==> src/rtl/inst_decode_queue_pkg.sv <==
// Shared types for the instruction decode queue.
//  - RV32/RV64 base opcodes (OPC_*)
//  - opclass_t: coarse instruction class handed to issue
//  - dec_t: one decoded queue entry; PC and immediate are carried at MAX_XLEN
//    and trimmed to the configured XLEN at the queue output
//  - imm_* helpers: per-format immediates, sign-extended from INSTR[31]
package leve_inst_pkg;

    localparam int MAX_XLEN = 64;

    localparam logic [6:0] OPC_LUI      = 7'b0110111;
    localparam logic [6:0] OPC_AUIPC    = 7'b0010111;
    localparam logic [6:0] OPC_JAL      = 7'b1101111;
    localparam logic [6:0] OPC_JALR     = 7'b1100111;
    localparam logic [6:0] OPC_BRANCH   = 7'b1100011;
    localparam logic [6:0] OPC_LOAD     = 7'b0000011;
    localparam logic [6:0] OPC_STORE    = 7'b0100011;
    localparam logic [6:0] OPC_OPIMM    = 7'b0010011;
    localparam logic [6:0] OPC_OP       = 7'b0110011;
    localparam logic [6:0] OPC_MISC_MEM = 7'b0001111;
    localparam logic [6:0] OPC_SYSTEM   = 7'b1110011;

    typedef enum logic [3:0] {
        CL_LUI     = 4'd0,
        CL_AUIPC   = 4'd1,
        CL_JAL     = 4'd2,
        CL_JALR    = 4'd3,
        CL_BRANCH  = 4'd4,
        CL_LOAD    = 4'd5,
        CL_STORE   = 4'd6,
        CL_OPIMM   = 4'd7,
        CL_OP      = 4'd8,
        CL_MULDIV  = 4'd9,
        CL_CSR     = 4'd10,
        CL_ECALL   = 4'd11,
        CL_EBREAK  = 4'd12,
        CL_MRET    = 4'd13,
        CL_FENCE   = 4'd14,
        CL_ILLEGAL = 4'd15
    } opclass_t;

    typedef struct packed {
        opclass_t              opclass;
        logic [4:0]            rd;
        logic [4:0]            rs1;
        logic [4:0]            rs2;
        logic [2:0]            funct3;
        logic [6:0]            funct7;
        logic [11:0]           csr;
        logic [MAX_XLEN-1:0]   imm;
        logic                  illegal;
        logic [MAX_XLEN-1:0]   pc;
    } dec_t;

    function automatic logic [MAX_XLEN-1:0] imm_i(input logic [31:0] instr);
        return {{52{instr[31]}}, instr[31:20]};
    endfunction

    function automatic logic [MAX_XLEN-1:0] imm_s(input logic [31:0] instr);
        return {{52{instr[31]}}, instr[31:25], instr[11:7]};
    endfunction

    function automatic logic [MAX_XLEN-1:0] imm_b(input logic [31:0] instr);
        return {{51{instr[31]}}, instr[31], instr[7], instr[30:25], instr[11:8], 1'b0};
    endfunction

    function automatic logic [MAX_XLEN-1:0] imm_u(input logic [31:0] instr);
        return {{32{instr[31]}}, instr[31:12], 12'b0};
    endfunction

    function automatic logic [MAX_XLEN-1:0] imm_j(input logic [31:0] instr);
        return {{43{instr[31]}}, instr[31], instr[19:12], instr[20], instr[30:21], 1'b0};
    endfunction

endpackage

==> src/rtl/inst_decode_queue_if.sv <==
// Handshake bundle between fetch (producer), the decode queue and issue (consumer).
//  master : the environment around the queue (drives IN_*, FLUSH, OUT_READY)
//  slave  : the decode queue itself (drives IN_READY and all OUT_*)
// Parameter XLEN sets the PC and immediate width.
interface inst_decode_queue_if #(
    parameter int XLEN = 64
);
    import leve_inst_pkg::*;

    logic              FLUSH;
    logic              IN_VALID;
    logic              IN_READY;
    logic [31:0]       IN_INSTR;
    logic [XLEN-1:0]   IN_PC;
    logic              OUT_VALID;
    logic              OUT_READY;
    logic [XLEN-1:0]   OUT_PC;
    opclass_t          OUT_CLASS;
    logic [4:0]        OUT_RD;
    logic [4:0]        OUT_RS1;
    logic [4:0]        OUT_RS2;
    logic [2:0]        OUT_FUNCT3;
    logic [6:0]        OUT_FUNCT7;
    logic [11:0]       OUT_CSR;
    logic [XLEN-1:0]   OUT_IMM;
    logic              OUT_ILLEGAL;

    modport master (
        output FLUSH, IN_VALID, IN_INSTR, IN_PC, OUT_READY,
        input  IN_READY, OUT_VALID, OUT_PC, OUT_CLASS, OUT_RD, OUT_RS1, OUT_RS2,
               OUT_FUNCT3, OUT_FUNCT7, OUT_CSR, OUT_IMM, OUT_ILLEGAL
    );

    modport slave (
        input  FLUSH, IN_VALID, IN_INSTR, IN_PC, OUT_READY,
        output IN_READY, OUT_VALID, OUT_PC, OUT_CLASS, OUT_RD, OUT_RS1, OUT_RS2,
               OUT_FUNCT3, OUT_FUNCT7, OUT_CSR, OUT_IMM, OUT_ILLEGAL
    );

endinterface

==> src/rtl/inst_decode_queue_field_decode.sv <==
// inst_field_decode: purely combinational RV32/RV64 field decoder.
//  instr : 32-bit instruction word
//  dec   : decoded fields, class and sign-extended immediate (pc left 0;
//          the queue fills it in)
// Optional feature macro: LEVE_INST_DEC_M_EN -- when defined, OP with
// funct7=0000001 decodes as CL_MULDIV; otherwise it is CL_ILLEGAL.
module inst_field_decode
    import leve_inst_pkg::*;
(
    input  logic [31:0] instr,
    output dec_t        dec
);

    // Field extraction, classification and immediate selection.
    always_comb begin
        dec         = '0;
        dec.rd      = instr[11:7];
        dec.rs1     = instr[19:15];
        dec.rs2     = instr[24:20];
        dec.funct3  = instr[14:12];
        dec.funct7  = instr[31:25];
        dec.csr     = instr[31:20];
        dec.pc      = 64'd0;
        dec.imm     = 64'd0;
        dec.opclass = CL_ILLEGAL;

        // Compressed or reserved encodings never reach the base-ISA table.
        if (instr[1:0] != 2'b11) begin
            dec.opclass = CL_ILLEGAL;
        end else begin
            case (instr[6:0])
                OPC_LUI:      begin dec.opclass = CL_LUI;    dec.imm = imm_u(instr); end
                OPC_AUIPC:    begin dec.opclass = CL_AUIPC;  dec.imm = imm_u(instr); end
                OPC_JAL:      begin dec.opclass = CL_JAL;    dec.imm = imm_j(instr); end
                OPC_JALR:     begin dec.opclass = CL_JALR;   dec.imm = imm_i(instr); end
                OPC_BRANCH:   begin dec.opclass = CL_BRANCH; dec.imm = imm_b(instr); end
                OPC_LOAD:     begin dec.opclass = CL_LOAD;   dec.imm = imm_i(instr); end
                OPC_STORE:    begin dec.opclass = CL_STORE;  dec.imm = imm_s(instr); end
                OPC_OPIMM:    begin dec.opclass = CL_OPIMM;  dec.imm = imm_i(instr); end
                OPC_MISC_MEM: begin dec.opclass = CL_FENCE;  dec.imm = imm_i(instr); end
                OPC_OP: begin
                    // Register-register ops carry no immediate.
                    if (instr[31:25] == 7'b0000000 || instr[31:25] == 7'b0100000) begin
                        dec.opclass = CL_OP;
`ifdef LEVE_INST_DEC_M_EN
                    end else if (instr[31:25] == 7'b0000001) begin
                        dec.opclass = CL_MULDIV;
`endif
                    end else begin
                        dec.opclass = CL_ILLEGAL;
                    end
                end
                OPC_SYSTEM: begin
                    if (instr[14:12] != 3'b000) begin
                        // CSR ops: immediate slot carries the 5-bit uimm, zero-extended.
                        dec.opclass = CL_CSR;
                        dec.imm     = {59'd0, instr[19:15]};
                    end else if (instr == 32'h0000_0073) begin
                        dec.opclass = CL_ECALL;
                    end else if (instr == 32'h0010_0073) begin
                        dec.opclass = CL_EBREAK;
                    end else if (instr[31:25] == 7'b0011000 && instr[24:20] == 5'b00010 &&
                                 instr[19:15] == 5'd0 && instr[11:7] == 5'd0) begin
                        dec.opclass = CL_MRET;
                    end else begin
                        dec.opclass = CL_ILLEGAL;
                    end
                end
                default: dec.opclass = CL_ILLEGAL;
            endcase
        end

        // Unrecognised words are flagged and never carry an immediate.
        if (dec.opclass == CL_ILLEGAL) begin
            dec.illegal = 1'b1;
            dec.imm     = 64'd0;
        end else begin
            dec.illegal = 1'b0;
        end
    end

endmodule

==> src/rtl/inst_decode_queue.sv <==
// inst_decode_queue: registered decode stage with a DEPTH-entry output queue.
//  CLK  : clock, rising edge
//  RSTn : synchronous active-low reset (empties the queue like FLUSH)
//  bus  : inst_decode_queue_if.slave -- IN_* push side from fetch, OUT_* pop
//         side towards issue, FLUSH drops everything including a same-cycle push
// Parameters: XLEN (32/64) PC/immediate width, DEPTH (power of two, >= 2).
// Optional feature macro: LEVE_INST_DEC_M_EN (enables CL_MULDIV in the decoder).
// IN_READY / OUT_VALID come from the registered count only; the head payload is
// read from the entry at rd_ptr, so it stays put while the consumer stalls.
module inst_decode_queue
    import leve_inst_pkg::*;
#(
    parameter int XLEN  = 64,
    parameter int DEPTH = 4
)(
    input  logic                  CLK,
    input  logic                  RSTn,
    inst_decode_queue_if.slave    bus
);

    localparam int PTR_W = $clog2(DEPTH);
    localparam int CNT_W = PTR_W + 1;
    localparam logic [PTR_W-1:0] ONE_PTR  = PTR_W'(1);
    localparam logic [CNT_W-1:0] ONE_CNT  = CNT_W'(1);
    localparam logic [CNT_W-1:0] FULL_CNT = CNT_W'(DEPTH);

    dec_t              dec_s;
    dec_t              entry_s;
    dec_t              head_s;
    dec_t              mem_r [DEPTH];
    logic [PTR_W-1:0]  rd_ptr_r;
    logic [PTR_W-1:0]  wr_ptr_r;
    logic [CNT_W-1:0]  count_r;
    logic              in_ready_s;
    logic              out_valid_s;
    logic              push_s;
    logic              pop_s;

    inst_field_decode u_decode (
        .instr (bus.IN_INSTR),
        .dec   (dec_s)
    );

    assign in_ready_s  = (count_r != FULL_CNT);
    assign out_valid_s = (count_r != {CNT_W{1'b0}});
    // A flushed cycle accepts nothing, so FLUSH also masks push and pop.
    assign push_s = bus.IN_VALID  && in_ready_s  && !bus.FLUSH;
    assign pop_s  = bus.OUT_READY && out_valid_s && !bus.FLUSH;

    // Attach the instruction address to the decoded fields.
    always_comb begin
        entry_s    = dec_s;
        entry_s.pc = MAX_XLEN'(bus.IN_PC);
    end

    // Queue bookkeeping: pointers and occupancy; reset and flush empty the queue.
    always_ff @(posedge CLK) begin
        if (!RSTn || bus.FLUSH) begin
            rd_ptr_r <= {PTR_W{1'b0}};
            wr_ptr_r <= {PTR_W{1'b0}};
            count_r  <= {CNT_W{1'b0}};
        end else begin
            if (push_s) begin
                wr_ptr_r <= wr_ptr_r + ONE_PTR;
            end else begin
                wr_ptr_r <= wr_ptr_r;
            end
            if (pop_s) begin
                rd_ptr_r <= rd_ptr_r + ONE_PTR;
            end else begin
                rd_ptr_r <= rd_ptr_r;
            end
            case ({push_s, pop_s})
                2'b10:   count_r <= count_r + ONE_CNT;
                2'b01:   count_r <= count_r - ONE_CNT;
                default: count_r <= count_r;
            endcase
        end
    end

    // Payload storage; deliberately not reset, validity lives in count_r.
    always_ff @(posedge CLK) begin
        if (push_s) begin
            mem_r[wr_ptr_r] <= entry_s;
        end
    end

    assign head_s = mem_r[rd_ptr_r];

    assign bus.IN_READY    = in_ready_s;
    assign bus.OUT_VALID   = out_valid_s;
    assign bus.OUT_PC      = head_s.pc[XLEN-1:0];
    assign bus.OUT_CLASS   = head_s.opclass;
    assign bus.OUT_RD      = head_s.rd;
    assign bus.OUT_RS1     = head_s.rs1;
    assign bus.OUT_RS2     = head_s.rs2;
    assign bus.OUT_FUNCT3  = head_s.funct3;
    assign bus.OUT_FUNCT7  = head_s.funct7;
    assign bus.OUT_CSR     = head_s.csr;
    assign bus.OUT_IMM     = head_s.imm[XLEN-1:0];
    assign bus.OUT_ILLEGAL = head_s.illegal;

endmodule

==> src/flat_wrapper.sv <==
// flat-port wrapper written by rule: the top's interface ports become plain ports
module inst_decode_queue_flat import leve_inst_pkg::*;
#(
    parameter int XLEN  = 64,
    parameter int DEPTH = 4
)
  (CLK, RSTn, bus_FLUSH, bus_IN_VALID, bus_IN_INSTR, bus_IN_PC, bus_OUT_READY, bus_IN_READY, bus_OUT_VALID, bus_OUT_PC, bus_OUT_CLASS, bus_OUT_RD, bus_OUT_RS1, bus_OUT_RS2, bus_OUT_FUNCT3, bus_OUT_FUNCT7, bus_OUT_CSR, bus_OUT_IMM, bus_OUT_ILLEGAL);
  inst_decode_queue_if #(.XLEN(XLEN)) bus_i ();
  input  logic CLK;
  input  logic RSTn;
  input wire logic [$bits(bus_i.FLUSH)-1:0] bus_FLUSH;
  input wire logic [$bits(bus_i.IN_VALID)-1:0] bus_IN_VALID;
  input wire logic [$bits(bus_i.IN_INSTR)-1:0] bus_IN_INSTR;
  input wire logic [$bits(bus_i.IN_PC)-1:0] bus_IN_PC;
  input wire logic [$bits(bus_i.OUT_READY)-1:0] bus_OUT_READY;
  output wire logic [$bits(bus_i.IN_READY)-1:0] bus_IN_READY;
  output wire logic [$bits(bus_i.OUT_VALID)-1:0] bus_OUT_VALID;
  output wire logic [$bits(bus_i.OUT_PC)-1:0] bus_OUT_PC;
  output wire logic [$bits(bus_i.OUT_CLASS)-1:0] bus_OUT_CLASS;
  output wire logic [$bits(bus_i.OUT_RD)-1:0] bus_OUT_RD;
  output wire logic [$bits(bus_i.OUT_RS1)-1:0] bus_OUT_RS1;
  output wire logic [$bits(bus_i.OUT_RS2)-1:0] bus_OUT_RS2;
  output wire logic [$bits(bus_i.OUT_FUNCT3)-1:0] bus_OUT_FUNCT3;
  output wire logic [$bits(bus_i.OUT_FUNCT7)-1:0] bus_OUT_FUNCT7;
  output wire logic [$bits(bus_i.OUT_CSR)-1:0] bus_OUT_CSR;
  output wire logic [$bits(bus_i.OUT_IMM)-1:0] bus_OUT_IMM;
  output wire logic [$bits(bus_i.OUT_ILLEGAL)-1:0] bus_OUT_ILLEGAL;
  assign bus_i.FLUSH = bus_FLUSH;
  assign bus_i.IN_VALID = bus_IN_VALID;
  assign bus_i.IN_INSTR = bus_IN_INSTR;
  assign bus_i.IN_PC = bus_IN_PC;
  assign bus_i.OUT_READY = bus_OUT_READY;
  assign bus_IN_READY = bus_i.IN_READY;
  assign bus_OUT_VALID = bus_i.OUT_VALID;
  assign bus_OUT_PC = bus_i.OUT_PC;
  assign bus_OUT_CLASS = bus_i.OUT_CLASS;
  assign bus_OUT_RD = bus_i.OUT_RD;
  assign bus_OUT_RS1 = bus_i.OUT_RS1;
  assign bus_OUT_RS2 = bus_i.OUT_RS2;
  assign bus_OUT_FUNCT3 = bus_i.OUT_FUNCT3;
  assign bus_OUT_FUNCT7 = bus_i.OUT_FUNCT7;
  assign bus_OUT_CSR = bus_i.OUT_CSR;
  assign bus_OUT_IMM = bus_i.OUT_IMM;
  assign bus_OUT_ILLEGAL = bus_i.OUT_ILLEGAL;
  inst_decode_queue #(.XLEN(XLEN), .DEPTH(DEPTH)) u_core (.CLK(CLK), .RSTn(RSTn), .bus(bus_i));
endmodule
==> config.mk <==
export PLATFORM = sky130hd
export DESIGN_NAME = inst_decode_queue_flat
export DESIGN_NICKNAME = d
export VERILOG_FILES = /design/src/rtl/inst_decode_queue_pkg.sv /design/src/rtl/inst_decode_queue_if.sv /design/src/rtl/inst_decode_queue_field_decode.sv /design/src/rtl/inst_decode_queue.sv /design/src/flat_wrapper.sv
export SDC_FILE = /design/constraint.sdc
export NUM_CORES = 1
export LEC_CHECK = 0
export BUFFER_PORTS_ARGS = -buffer_cell sky130_fd_sc_hd__buf_2
export CAP_MARGIN = 20
export CELL_PAD_IN_SITES_DETAIL_PLACEMENT = 1
export CELL_PAD_IN_SITES_GLOBAL_PLACEMENT = 1
export CORE_MARGIN = 10
export CORE_UTILIZATION = 45
export DETAILED_ROUTE_END_ITERATION = 7
export GPL_TIMING_DRIVEN = 0
export PLACE_DENSITY = 0.71
export SKIP_CTS_REPAIR_TIMING = 1
export SYNTH_ARGS = -nofsm -noshare
export SYNTH_HDL_FRONTEND = slang
export SYNTH_SLANG_ARGS = --single-unit
==> constraint.sdc <==
create_clock -name CLK -period 9.01 [get_ports CLK]
set_clock_uncertainty 0.15 [all_clocks]
set_input_delay 0.4505 -clock CLK [delete_from_list [all_inputs] [get_ports CLK]]
set_output_delay 0.4505 -clock CLK [all_outputs]
set_load 0.02 [all_outputs]
### Word level (Yosys, flattened, before mapping)

Memories as Yosys holds them, arrays and structs flattened. A register that Yosys moved wholly into a read port is not among the register bits.
Cells that the tools add are included.

| cells by class | value |
|---|---|
| reduce and logical (&&, ||, !) cells | 19 |
| equality and inequality tests | 21 |
| mux-type cells | 17 |
| $add $sub $neg | 4 |

Operators with widths:

| cell | number |
|---|---|
| $pmux W64 S6 | 1 |
| $mux W64 | 2 |
| $pmux W4 S11 | 1 |
| $eq A32 B21 Y1 const B | 1 |
| $eq A32 B7 Y1 const B | 1 |
| $eq A7 B6 Y1 const B | 4 |
| $eq A7 B7 Y1 const B | 4 |
| $eq A7 B5 Y1 const B | 3 |
| $logic_not A5 Y1 | 2 |
| $mux W3 | 3 |
| $mux W2 | 4 |
| $eq A7 B2 Y1 const B | 1 |
| $eq A7 B4 Y1 const B | 1 |
| $logic_and A1 B1 Y1 | 7 |
| $logic_not A7 Y1 | 1 |
| $pmux W3 S2 | 1 |
| $reduce_bool A3 Y1 | 2 |
| $eq A5 B2 Y1 const B | 1 |
| $mux W5 | 1 |
| $add A2 B1 Y2 const B | 2 |
| $eq A4 B4 Y1 const B | 1 |
| $mux W4 | 1 |
| $reduce_or A4 Y1 | 1 |
| $add A3 B1 Y3 const B | 1 |
| 10 further kinds | 14 |

| word-level totals | value |
|---|---|
| memories | 1 |
| word-level logic and storage cells | 65 |
| bits in registers | 7 |
| RAM bits | 680 |
| output and inout bits | 172 |

Memories:

| memory | depth | width | rd ports | clocked after Yosys merged registers in | write ports | RTL line | RTL |
|---|---|---|---|---|---|---|---|
| u_core.mem_r | 4 | 170 | 1 | 1 | 1 | inst_decode_queue.sv:30 | `dec_t mem_r [DEPTH];` |

### Longest topological paths before layout

| logic depth | value |
|---|---|
| depth in word-level cells | 12 |
| mapped depth | 11 |
| depth with buffers taken out | 11 |

### By module

A second synthesis with hierarchy kept.

| second synthesis, totals | value |
|---|---|
| cells, all modules | 1,209 |
| area total of the unflattened synthesis | 26,805.7 µm² |

By module, submodules not included:

| module | sequential area each (µm²) | instances | cells each | area each (µm²) |
|---|---|---|---|---|
| inst_decode_queue | 20,599.8 | 1 | 945 | 25,004.0 |
| inst_field_decode | 0.0 | 1 | 264 | 1,801.7 |

### Worst setup path after synthesis

Ideal clock, no wire load.

| path | value |
|---|---|
| kind | reg-to-reg |
| from | register u_core.count_r[0] |
| to | memory u_core.mem_r[0][0] (netlist bit) (enable) |
| cell stages (with the launch flop) | 6 |
| arrival | 3.907 ns |
| required time | 8.360 ns |
| buffers on the path | 0 |
| period minus slack after synthesis | 4.557 ns |
| setup slack | 4.453 ns |
| setup time | 0.500 ns |
| path through | dfxtp_1 -> inv_1 -> nand3_1 -> nand2_1 -> nor2_1 -> and2_1 |

| between the ends | value |
|---|---|
| longest elaborated chain between the ends | 5 |

Ends and longest elaborated chain:

| what | RTL line | RTL |
|---|---|---|
| start, declared | inst_decode_queue.sv:33 | `logic [CNT_W-1:0] count_r;` |
| start signal, assigned | inst_decode_queue.sv:61 | `count_r <= {CNT_W{1'b0}};` |
| start signal, assigned | inst_decode_queue.sv:74 | `2'b10: count_r <= count_r + ONE_CNT;` |
| start signal, assigned | inst_decode_queue.sv:75 | `2'b01: count_r <= count_r - ONE_CNT;` |
| $ne A3 B3 Y1 | inst_decode_queue.sv:44 | `assign in_ready_s = (count_r != FULL_CNT);` |
| net bus_IN_READY | flat_wrapper.sv:16 | `output wire logic [$bits(bus_i.IN_READY)-1:0] bus_IN_READY;` |
| $logic_and A1 B1 Y1 (2 in a row) | inst_decode_queue.sv:47 | `assign push_s = bus.IN_VALID && in_ready_s && !bus.FLUSH;` |
| $mux W1 | inst_decode_queue.sv:83 | `if (push_s) begin` |
| $mux W1 (not written as such) | inst_decode_queue.sv:84 | `mem_r[wr_ptr_r] <= entry_s;` |
| end, declared | inst_decode_queue.sv:30 |  |

The timed path passes the listed nets, and every way through them passes these cells.

==> impl_metrics.prom <==
# TYPE chip_impl_metric gauge
chip_impl_info{name="setup.worst_path.start_class",value="register"} 1
chip_impl_metric{name="drv_cap",unit=""} 0
chip_impl_metric{name="vdd_ir_drop_max",unit="mV"} 0.156
chip_impl_metric{name="mappedNetlistArea",unit="mm²"} 0.0197
chip_impl_metric{name="setup_viol",unit=""} 0
chip_impl_metric{name="synthCells",unit=""} 877
chip_impl_metric{name="clk_path_buf_depth",unit=""} 3
chip_impl_metric{name="proportion_of_layout_cells_with_a_drive_suffix_above_1",unit="%"} 42.0
chip_impl_info{name="critPathKind",value="register to output pin"} 1
chip_impl_metric{name="tritoncts_num_sinks",unit=""} 513
chip_impl_metric{name="holdWs",unit="ps"} 10.7
chip_impl_metric{name="max-slew-margin-rel",unit="%"} 41.0
chip_impl_metric{name="dp.cells",unit=""} 1739
chip_impl_info{name="rsz_0062_raised_after_global_routing",value="false"} 1
chip_impl_info{name="worst_setup_path_end_kind",value="output pin"} 1
chip_impl_metric{name="dpl_cell_area",unit="mm²"} 0.0220
chip_impl_metric{name="synth.mux.area_fraction",unit="%"} 14.4
chip_impl_metric{name="synth_seq_area_share",unit="%"} 77.9
chip_impl_metric{name="synthesis.yosys.warnings",unit=""} 0
chip_impl_info{name="tritoncts_clock_tree",value="done"} 1
chip_impl_metric{name="grt_pass1_vias",unit=""} 10627
chip_impl_metric{name="hold_violations",unit=""} 0
chip_impl_metric{name="wl_per_cell",unit="µm"} 25.0
chip_impl_metric{name="grt_total_ovfl",unit=""} 0
chip_impl_metric{name="port_buffers",unit=""} 269
chip_impl_metric{name="die_y",unit="µm"} 229
chip_impl_metric{name="hpwl",unit="mm"} 30.4
chip_impl_metric{name="dieWidth",unit="µm"} 229
chip_impl_metric{name="synthesized_area_fraction_occupied_by_ao_oa_aoi_and_oai_cells",unit="%"} 1.91
chip_impl_metric{name="timing_max_transition_violations_final",unit=""} 0
chip_impl_metric{name="synth_fp_nets",unit=""} 984
chip_impl_metric{name="grt_first_pass_wirelength",unit="mm"} 69.8
chip_impl_metric{name="multi_input_combinational_cell_area",unit="mm²"} 0.00380
chip_impl_metric{name="place_congestion",unit=""} 0.831
chip_impl_metric{name="timing_worst_slew_pin_value",unit="ps"} 877
chip_impl_metric{name="floorplan.initialDensity",unit="%"} 45.6
chip_impl_metric{name="worstSkewPairLatency",unit="ps"} 590
chip_impl_metric{name="report.power.total",unit="mW"} 4.96
chip_impl_metric{name="worstPathRequired",unit="ps"} 8410
chip_impl_metric{name="syn_to_final_growth",unit="%"} 23.5
chip_impl_metric{name="yosys.area_share.xor_xnor",unit="%"} 0.223
chip_impl_metric{name="maximum_fanout_along_the_worst_path",unit=""} 33
chip_impl_metric{name="postSynth.asyncResetShare",unit="%"} 0
chip_impl_metric{name="htree_depth",unit=""} 2
chip_impl_metric{name="drt-total-wl",unit="mm"} 47.7
chip_impl_metric{name="fin_crit_sh",unit="%"} 50.8
chip_impl_info{name="layout.cells.most_common_list",value="504 x sky130_fd_sc_hd__edfxtp_1, 284 x sky130_fd_sc_hd__buf_2, 126 x sky130_fd_sc_hd__mux4_2"} 1
chip_impl_info{name="outcome",value="finished, final reports clean"} 1
chip_impl_metric{name="cts_made_buffers",unit=""} 54
chip_impl_metric{name="via_per_inst",unit=""} 5.32
chip_impl_metric{name="placementRows",unit=""} 76
chip_impl_metric{name="nNetsFinal",unit=""} 1385
chip_impl_metric{name="pwr_density_cell",unit="mW/mm²"} 204
chip_impl_metric{name="highest_clock_rate",unit="MHz"} 219
chip_impl_metric{name="via_count",unit=""} 10142
chip_impl_info{name="clk_root_buffer_cell",value="sky130_fd_sc_hd__clkbuf_16"} 1
chip_impl_metric{name="detailedRoute.firstPassIterationCount",unit=""} 6
chip_impl_metric{name="design_area",unit="mm²"} 0.0243
chip_impl_metric{name="finish.cell_count_without_fillers",unit=""} 1905
chip_impl_metric{name="synth_simple_gate_area_share",unit="%"} 2.30
chip_impl_metric{name="layout.core_utilization",unit="%"} 56.2
chip_impl_info{name="layout.cells.most_common",value="sky130_fd_sc_hd__edfxtp_1"} 1
chip_impl_metric{name="ff2ff_path_depth",unit=""} 6
chip_impl_metric{name="synth_seq_cells",unit=""} 513
chip_impl_metric{name="power_leakage",unit="nW"} 8.51
chip_impl_metric{name="worstPathArrival",unit="ps"} 3970
chip_impl_info{name="holdCritPathClass",value="input pin to register"} 1
chip_impl_metric{name="whs_path_depth",unit=""} 1
chip_impl_metric{name="final-seq-area",unit="mm²"} 0.0153
chip_impl_metric{name="synth_fa_ha_area_share",unit="%"} 0.420
chip_impl_metric{name="post_synth.cell_area_avg",unit="µm²"} 22.4
chip_impl_metric{name="area_of_the_die",unit="mm²"} 0.0525
chip_impl_metric{name="cts.reportedPaths.clkPinSlew",unit="ps"} 60
chip_impl_metric{name="count_of_nets_left_with_antenna_violations_after_detail_routing",unit=""} 0
chip_impl_metric{name="synthDistinctLibCells",unit=""} 50
chip_impl_metric{name="synth_enable_flop_cells",unit=""} 504
chip_impl_metric{name="antenna_found_initial",unit=""} 1
chip_impl_info{name="synth_top_flop_cell",value="sky130_fd_sc_hd__edfxtp_1"} 1
chip_impl_metric{name="fin_setup_tns",unit="ps"} 0
chip_impl_metric{name="timing.final.ws_setup",unit="ps"} 4440
chip_impl_metric{name="post-route-min-period",unit="ps"} 4570
chip_impl_metric{name="groute.usage.overall",unit="%"} 17.6
chip_impl_info{name="main_combinational_cell_family_by_area_after_synthesis",value="multiplexers"} 1
chip_impl_metric{name="largest_net_degree_at_the_start_of_global_routing",unit=""} 56
chip_impl_metric{name="num_antenna_cells",unit=""} 0
chip_impl_metric{name="boundaryPins",unit=""} 273
chip_impl_metric{name="num-fill-cells",unit=""} 3886
chip_impl_metric{name="post-place-ws",unit="ps"} 4870
chip_impl_metric{name="drcViolationCount",unit=""} 0
chip_impl_metric{name="drt_first_iter_violations",unit=""} 1069
chip_impl_metric{name="floorplan.core_area",unit="mm²"} 0.0432
## metal layers
metal / vias up / GRT usage [%] / part of all wire, %
met4: 2 / 5.67 / 2.3
met3: 60 / 3.86 / 6.0
met2: 342 / 28.3 / 50
met1: 5317 / 23.5 / 42
met5: - / 0 / 0.015
li1: 4421 / - / -
## power breakdown
group / switching [mW] / internal, mW
clock: 0.885 / 1.16
sequential: 0.00802 / 2.65
combinational: 0.151 / 0.0999
total: 1.04 / 3.92
## path summary, 6_finish.rpt
check | startpoint | to | slack [ps]
worst min-delay path | bus_IN_INSTR[10] | u_core.mem_r[1][164]$_DFFE_PP_ | 10
worst max-delay path | register | bus_OUT_IMM[62] | 4440
worst max register to register | u_core.count_r[0]$_SDFFE_PP0P_ | u_core.mem_r[2][57]$_DFFE_PP_ | 6480
worst min register to register | u_core.wr_ptr_r[1]$_SDFFE_PP0P_ | u_core.wr_ptr_r[1]$_SDFFE_PP0P_ | 370
## cell usage after synthesis (2+ instances only)
| library cell | count | area (µm²) |
|---|---|---|
| sky130_fd_sc_hd__nor4_1 | 5 | 31.3 |
| sky130_fd_sc_hd__and2_1 | 12 | 75.1 |
| sky130_fd_sc_hd__a222oi_1 | 5 | 50.1 |
| sky130_fd_sc_hd__nand3_1 | 2 | 10.0 |
| sky130_fd_sc_hd__o31ai_1 | 2 | 15.0 |
| sky130_fd_sc_hd__mux4_2 | 126 | 2840 |
| sky130_fd_sc_hd__nand2b_1 | 4 | 25.0 |
| sky130_fd_sc_hd__clkbuf_1 | 18 | 67.6 |
| sky130_fd_sc_hd__xor2_1 | 3 | 26.3 |
| sky130_fd_sc_hd__o21a_1 | 2 | 15.0 |
| sky130_fd_sc_hd__and3_1 | 3 | 18.8 |
| sky130_fd_sc_hd__nor3b_1 | 2 | 15.0 |
| sky130_fd_sc_hd__buf_2 | 15 | 75.1 |
| sky130_fd_sc_hd__a21o_1 | 19 | 143 |
| sky130_fd_sc_hd__xnor2_1 | 2 | 17.5 |
| sky130_fd_sc_hd__nor2_1 | 18 | 67.6 |
| sky130_fd_sc_hd__inv_1 | 12 | 45.0 |
| sky130_fd_sc_hd__buf_1 | 2 | 7.51 |
| sky130_fd_sc_hd__or3_1 | 4 | 25.0 |
| sky130_fd_sc_hd__buf_4 | 47 | 353 |
| sky130_fd_sc_hd__o21ai_0 | 8 | 40.0 |
| sky130_fd_sc_hd__nand4b_1 | 2 | 17.5 |
| sky130_fd_sc_hd__nor2b_1 | 3 | 18.8 |
| sky130_fd_sc_hd__nand2_1 | 13 | 48.8 |
| sky130_fd_sc_hd__edfxtp_1 | 504 | 15100 |
| sky130_fd_sc_hd__ha_1 | 5 | 62.6 |
| sky130_fd_sc_hd__a21oi_1 | 8 | 40.0 |
| sky130_fd_sc_hd__dfxtp_1 | 9 | 180 |
## state kept, by name (all words and copies together) (netlist names), named ones only
register         cells
u_core.wr_ptr_r      2
u_core.mem_r       504
u_core.count_r       3
u_core.rd_ptr_r      2
## final cells by class
type                       instances  area share [%]
sequential                       513            63.1
tap                              585            3.01
timing repair buffer             345            9.25
clock inverter                    28           0.711
buffer                            83            2.12
clock buffer                      70            5.98
multi-input combinational        269            15.7
inverter                          12           0.186
## kinds of logic after synthesis
group / count (synthesis)
muxes: 126
xor gates and xnor gates: 5
adders and majority gates: 6
DFF: 513
and+or+nand+nor: 80
buffers and inverters: 95
AOI/OAI and AO/OA: 52
## critical path, cell delays in order, from the launching register on
cell,delay (ps)
sky130_fd_sc_hd__dfxtp_1,310
sky130_fd_sc_hd__clkbuf_1,660
sky130_fd_sc_hd__clkbuf_1,710
sky130_fd_sc_hd__clkbuf_1,560
sky130_fd_sc_hd__mux4_2,750
sky130_fd_sc_hd__buf_4,220
sky130_fd_sc_hd__buf_2,160
Power figures use the tool's default switching activity.
